### src/rtl/axi_skid_slice.sv
// axi_skid_slice: two-entry valid/ready register slice with fully registered outputs.
// A main register drives data_o; a skid register absorbs the beat accepted on the
// edge where downstream stalls. ready_o comes straight from a flop, which breaks
// the combinational ready path between the two sides.
// Optional feature macro: AXI_SKID_BEAT_CNT_EN adds a 16-bit wrapping output
// beat counter on beat_cnt_o.
module axi_skid_slice #(
    parameter int unsigned DWIDTH = 8
) (
    input  logic              aclk_i,
    input  logic              aresetn_i,
    input  logic              valid_i,
    input  logic [DWIDTH-1:0] data_i,
    output logic              ready_o,
    output logic              valid_o,
    output logic [DWIDTH-1:0] data_o,
`ifdef AXI_SKID_BEAT_CNT_EN
    output logic [15:0]       beat_cnt_o,
`endif
    input  logic              ready_i
);

    typedef enum logic [1:0] {
        StEmpty = 2'd0,
        StBusy  = 2'd1,
        StFull  = 2'd2
    } state_e;

    state_e            state_q, state_d;
    logic [DWIDTH-1:0] data_q, data_d;
    logic [DWIDTH-1:0] skid_q, skid_d;
    logic              ready_q, ready_d;
    logic              valid_q, valid_d;
    logic              in_xfer;
    logic              out_xfer;

    assign in_xfer  = valid_i && ready_q;
    assign out_xfer = valid_q && ready_i;

    // Next-state and payload routing between upstream, main and skid registers.
    always_comb begin
        state_d = state_q;
        data_d  = data_q;
        skid_d  = skid_q;
        case (state_q)
            StEmpty: begin
                if (in_xfer) begin
                    state_d = StBusy;
                    data_d  = data_i;
                end
            end
            StBusy: begin
                if (in_xfer && out_xfer) begin
                    data_d = data_i;
                end else if (in_xfer) begin
                    // Downstream stalled: park the new beat, keep data_o stable.
                    state_d = StFull;
                    skid_d  = data_i;
                end else if (out_xfer) begin
                    state_d = StEmpty;
                end
            end
            StFull: begin
                // ready_o is low here, so only the output side can move.
                if (out_xfer) begin
                    state_d = StBusy;
                    data_d  = skid_q;
                end
            end
            default: begin
                state_d = StEmpty;
            end
        endcase
        ready_d = (state_d != StFull);
        valid_d = (state_d != StEmpty);
    end

    // All slice state, cleared asynchronously; ready_q stays low until the first edge.
    always_ff @(posedge aclk_i or negedge aresetn_i) begin
        if (!aresetn_i) begin
            state_q <= StEmpty;
            data_q  <= '0;
            skid_q  <= '0;
            ready_q <= 1'b0;
            valid_q <= 1'b0;
        end else begin
            state_q <= state_d;
            data_q  <= data_d;
            skid_q  <= skid_d;
            ready_q <= ready_d;
            valid_q <= valid_d;
        end
    end

    assign ready_o = ready_q;
    assign valid_o = valid_q;
    assign data_o  = data_q;

`ifdef AXI_SKID_BEAT_CNT_EN
    logic [15:0] beat_cnt_q, beat_cnt_d;

    // Count output transfers; natural 16-bit wrap.
    always_comb begin
        beat_cnt_d = beat_cnt_q;
        if (out_xfer) begin
            beat_cnt_d = beat_cnt_q + 16'd1;
        end
    end

    // Beat counter register.
    always_ff @(posedge aclk_i or negedge aresetn_i) begin
        if (!aresetn_i) begin
            beat_cnt_q <= '0;
        end else begin
            beat_cnt_q <= beat_cnt_d;
        end
    end

    assign beat_cnt_o = beat_cnt_q;
`endif

endmodule

### config.mk
export PLATFORM = sky130hd
export DESIGN_NAME = axi_skid_slice
export DESIGN_NICKNAME = d
export VERILOG_FILES = /design/src/rtl/axi_skid_slice.sv
export SDC_FILE = /design/constraint.sdc
export NUM_CORES = 1
export LEC_CHECK = 0
export CORE_UTILIZATION = 47
export DETAILED_ROUTE_END_ITERATION = 10
export MAX_ROUTING_LAYER = met4
export PLACE_DENSITY = 0.76
export SLEW_MARGIN = 20
export SYNTH_ARGS = -nofsm -noshare
export SYNTH_HDL_FRONTEND = slang
export SYNTH_SLANG_ARGS = --single-unit
### constraint.sdc
create_clock -name aclk_i -period 4.8 [get_ports aclk_i]
set_clock_uncertainty 0.1 [all_clocks]
set_input_delay 1.44 -clock aclk_i [delete_from_list [all_inputs] [get_ports aclk_i]]
set_output_delay 1.44 -clock aclk_i [all_outputs]
set_load 0.01 [all_outputs]
==> impl_metrics.ini, run 1 <==
[critical_path]
cpPeakStageDelay_ns = 0.57
cp_data_arrival_time_ns = 1.34
cpMaxStageDelayCell = clkdlybuf4s50_1
cp_top_family = buffers and inverters
r2r-start = state_q[1]
r2r_cells = 3
cp_cell_sequence = clkdlybuf4s50_1
r2r-end = data_o[7]
crit_type = flip-flop to output pin
crit_path_start_kind = flip-flop
crit_required_ns = 3.26
worst-path-buf-inv = 1
critPathMaxFanout = 7
end_kind = output pin
r2r_slack_ns = 2.75

[hold_path]
min_path_type = flip-flop to flip-flop
hold_depth = 1
holdCritStartpoint = skid_q[0]
hold-path-endpoint = skid_q[0]

[timing]
rsz0062_at_grt = false
fin_setup_tns_ns = 0
setup_viol = 0
hold_violations = 0
max_slew_margin_pct = 41.7
drv_slew = 0
period_minus_slack_ns = 2.88
hold_slack_ns = 0.414
period_share_pct = 59.9
tightest_slew_ns = 0.871
max_freq_ghz = 0.348

[placed_design]
placed_area_sq_um = 1140
place_hpwl_um = 1170
io_buffers = 21
place.gp.congestion = 0.808

[finish]
utilization_pct = 67.6
n_antenna_cell = 0
syn2layout_area_growth_pct = 32.0
drive_gt1_share_pct = 36.0
finalNetCount = 99
fin_area_sq_um = 1190

[logic_synthesis]
ys_types = 16
yosys_register_bits = 20
syn_inst = 62
netlist_area_sq_um = 903
seq_area_frac_synth_pct = 55.4
synth_area_per_cell_sq_um = 14.6
synthTopCellsByArea = dfrtp_1, mux2_2, o32ai_4
syn-num-nets = 74
yosysTopAreaCellShare_pct = 55.4
ys_dominant_reg_cell = dfrtp_1
synth_edf_count = 0
synth_top_cell_by_area = dfrtp_1
synthArstFlopShare_pct = 100
yosysWarningCount = 0
yosysMostFrequentCell = mux2_2
synth_commonest_cells = mux2_2, dfrtp_1, a21oi_1

[floorplan]
die_h_um = 45.8
core_sq_um = 1760
fp-row-count = 15
die_w_um = 45.8
start_util_pct = 51.2
die_area_sq_um = 2100
io_pins = 22

[clocking]
clk_path_buf_depth = 2
cts_sinks = 20
clk_latency_ns = 0.30
post_cts_resized = 0
tritoncts = built
path_clk_slew_ns = 0.11
cts_buffers = 3
post_cts_buffers = 0
hold_buffers = 0
clockRootBuffer = clkbuf_4
htreeDepth = 1

[pwr]
powerDensity_nw_per_um2 = 628
p_leak_nw = 0.482
vdd_drop_max_mv = 0.333
finalPower_mw = 0.749

[grt]
grt_use_total_pct = 19.8
grt_pass1_vias = 619
grt_pass1_wl_um = 2740
grt_max_degree = 21
overflow = 0
antenna_found_initial = 0

[job]
cap_violations = 0

[detailed_routing]
firstDrtPassIters = 4
viasPerCell = 5.30
drt_iter0_drc = 8
vias = 588
post_drt_wl_per_cell_um = 14.9
finalWirelength_um = 1660
postRouteAntennaNets = 0
drc = 0

[run_status]
outcome = finished, final reports clean
## metrics by stage
stage | std cells | setup slack [ns]
6_report | 111 | 1.92
5_1_grt | 111 | 1.83
4_1_cts | 111 | 1.91
3_5_place_dp | 107 | 1.58
3_3_place_gp | 107 | 1.64
2_1_floorplan | 62 | 2.28
## report_power, final
group	internal, mW	switching (mW)	leakage (nW)
Clock	0.0845	0.0541	0.0279
Sequential	0.251	0.0546	0.236
Combinational	0.191	0.114	0.218
## kinds of logic (layout without fill, tap and decap cells)
kind of cell,Yosys count,in the layout,synth area share [%]
multiplexers,24,24,29.9
flip-flops,20,20,55.4
AO/OA/AOI/OAI,10,10,9.28
AND/OR/NAND/NOR,7,7,4.85
buffers and inverters,1,25,0.553
## state kept, by name, indices dropped and copies added (netlist names)
name	cells
data_o	8
skid_q	8
state_q	2
ready_o	1
valid_o	1
## cell type report
class / instances / area (sq um)
clock buffer: 3 / 22.5
timing repair buffer: 21 / 210
fill: 151 / 572
tap: 25 / 31.3
clock inverter: 1 / 30.0
sequential: 20 / 500
multi-input combinational: 41 / 398
## how the worst max path moves through the flow
stage               startpoint   endpoint  depth (start not counted)
detailed placement     ready_i  data_o[3]                          4
finish                 valid_o    valid_o                          1
floorplan              valid_i  data_o[0]                          3
CTS                    valid_o    valid_o                          1
global route           ready_i  data_o[3]                          4
global placement       ready_i  data_o[2]                          4
## cells in the final DEF, fill, tap and decap left out
master           instances
o32ai_4                  1
a21boi_2                 1
mux2_2                  24
nand2_2                  1
a31oi_1                  1
o22ai_1                  1
a21oi_1                  4
bufinv_16                1
nand2b_1                 1
o21ai_0                  1
nor2b_1                  1
and3b_1                  1
nand2_1                  2
and4_1                   1
a21o_1                   1
clkdlybuf4s50_1         21
dfrtp_1                 20
clkbuf_4                 3
## layer usage
metal / share of wire, % / GRT usage [%]
met5: 0 / -
met4: 2.4 / 10.6
met3: 4.9 / 2.38
met2: 50 / 32.4
met1: 43 / 23.5
Power figures use the tool's default switching activity.
==> inputs of run 2 (changes only) <==
Settings changed: CORE_UTILIZATION 47 to 42, PLACE_DENSITY 0.76 to 0.72.
Clock period 4.8 ns to 2.5 ns, I/O delays scaled along.
==> run 2 against run 1 <==
Compared with the run above:
- count of clock-buffer cells in the layout unchanged
- routed wire length decreased by 5.1%
- cell area increased by 0.21%
- non-clock buffer count increased by 4
- global-route usage decreased by 2.8 points
- die area increased by 11%
- via count increased by 1.2%
- critical path depth unchanged
==> impl_metrics.ini, run 2 (same netlist as run 1, synthesis figures left out) <==
[timing]
setup_viol = 0
period_minus_slack_ns = 2.18
rsz0062_at_grt = false
tightest_slew_ns = 0.256
hold_violations = 0
period_share_pct = 87.3
fin_setup_tns_ns = 0
drv_slew = 0
max_freq_ghz = 0.458
max_slew_margin_pct = 83.0

[clocking]
tritoncts = built
hold_buffers = 0
path_clk_slew_ns = 0.11
clockRootBuffer = clkbuf_4
htreeDepth = 1
cts_buffers = 3
clk_path_buf_depth = 2
post_cts_resized = 0
clk_latency_ns = 0.29
cts_sinks = 20
post_cts_buffers = 0

[critical_path]
crit_type = flip-flop to output pin
cp_data_arrival_time_ns = 1.33
critPathMaxFanout = 7
worst-path-stages = 1
end_kind = output pin
r2r_cells = 4
cp_cell_sequence = clkdlybuf4s50_1
r2r_slack_ns = 0.79
cpMaxStageDelayCell = clkdlybuf4s50_1
cpPeakStageDelay_ns = 0.58
crit_path_start_kind = flip-flop
worst-path-buf-inv = 1
crit_required_ns = 1.65
cp_top_family = buffers and inverters

[placed_design]
placed_area_sq_um = 1170
place_hpwl_um = 1140
dp_cells = 113
place.gp.congestion = 0.835
io_buffers = 21

[detailed_routing]
firstDrtPassIters = 4
viasPerCell = 5.13
postRouteAntennaNets = 0
drt_iter0_drc = 4
finalWirelength_um = 1570
drc = 0
post_drt_wl_per_cell_um = 13.6
vias = 595

[pwr]
p_comb_share_pct = 45.4
p_seq_share_pct = 43.7
p_leak_nw = 0.488
swShare_pct = 30.6
powerDensity_nw_per_um2 = 1120
p_int_mw = 0.928
switchingPower_mw = 0.410
vdd_drop_max_mv = 0.649
p_clk_share_pct = 10.8

[finish]
fin_cells = 116
n_antenna_cell = 0
syn2layout_area_growth_pct = 32.3
final_cell_mix = mux2_2, clkdlybuf4s50_1, dfrtp_1
fin_area_sq_um = 1190
layout.cells.most_common = mux2_2
finalNetCount = 103
drive_gt1_share_pct = 38.2

[floorplan]
die_h_um = 48.4
core_sq_um = 1980
die_w_um = 48.4
fp-row-count = 16
die_area_sq_um = 2340
start_util_pct = 45.6
io_pins = 22

[grt]
grt_use_total_pct = 16.9
grt_max_degree = 21
overflow = 0
antenna_found_initial = 0
grt_pass1_vias = 631
grt_pass1_wl_um = 2930

[job]
cap_violations = 0

[run_status]
outcome = finished, final reports clean

[hold_path]
hold_depth = 1
min_path_type = flip-flop to flip-flop
-- run 2: changes by cell type in the layout (fill, tap and decap cells not counted) --
| cell | previous run | this run |
|---|---|---|
| bufinv_16 | 1 | 0 |
| buf_4 | 0 | 4 |
-- run 2: power by group through the flow --
stage / combinational (mW) / sequential, mW / clock, mW
3_3_place_gp: 0.604 / 0.584 / 0
2_1_floorplan: 0.320 / 0.609 / 0
4_1_cts: 0.616 / 0.587 / 0.153
3_5_place_dp: 0.612 / 0.593 / 0
6_report: 0.608 / 0.585 / 0.145
5_1_grt: 0.664 / 0.611 / 0.159
-- run 2: worst paths after layout --
check / start / to
min in group asynchronous: aresetn_i / data_o[5]
worst max register to register: state_q[1] / data_o[0]
max in group asynchronous: aresetn_i / data_o[1]
worst min-delay path: skid_q[5] / skid_q[5]
worst max-delay path: valid_o / valid_o
worst min register to register: skid_q[5] / skid_q[5]
-- run 2: layer usage --
metal  up-vias  global-route usage, %  share of wire (%)  wire (um)
met1       293                   22.5                 46        730
met5         -                      -                  0          0
met3         2                   2.52                4.5         71
li1        284                      -                  -          -
met4         0                   7.35               0.83         13
met2        16                   26.1                 48        758
-- run 2: final cells by class --
type / instances / area, sq um
Timing Repair Buffer: 25 / 240
Clock buffer: 3 / 22.5
Fill cell: 171 / 787
Sequential cell: 20 / 500
Tap cell: 27 / 33.8
Multi-Input combinational cell: 41 / 398
-- run 2: per-stage QoR --
| step | hold slack, ns | utilization [%] | power (mW) | setup slack (ns) |
|---|---|---|---|---|
| global route | 0.431 | 60.3 | 1.43 | 0.252 |
| global placement | 0.383 | 59.2 | 1.19 | 0.107 |
| CTS | 0.413 | 60.3 | 1.36 | 0.304 |
| floorplan | 0.354 | - | 0.929 | 0.674 |
| detailed placement | 0.388 | 59.2 | 1.20 | 0.0883 |
| finish | 0.410 | 60.3 | 1.34 | 0.317 |
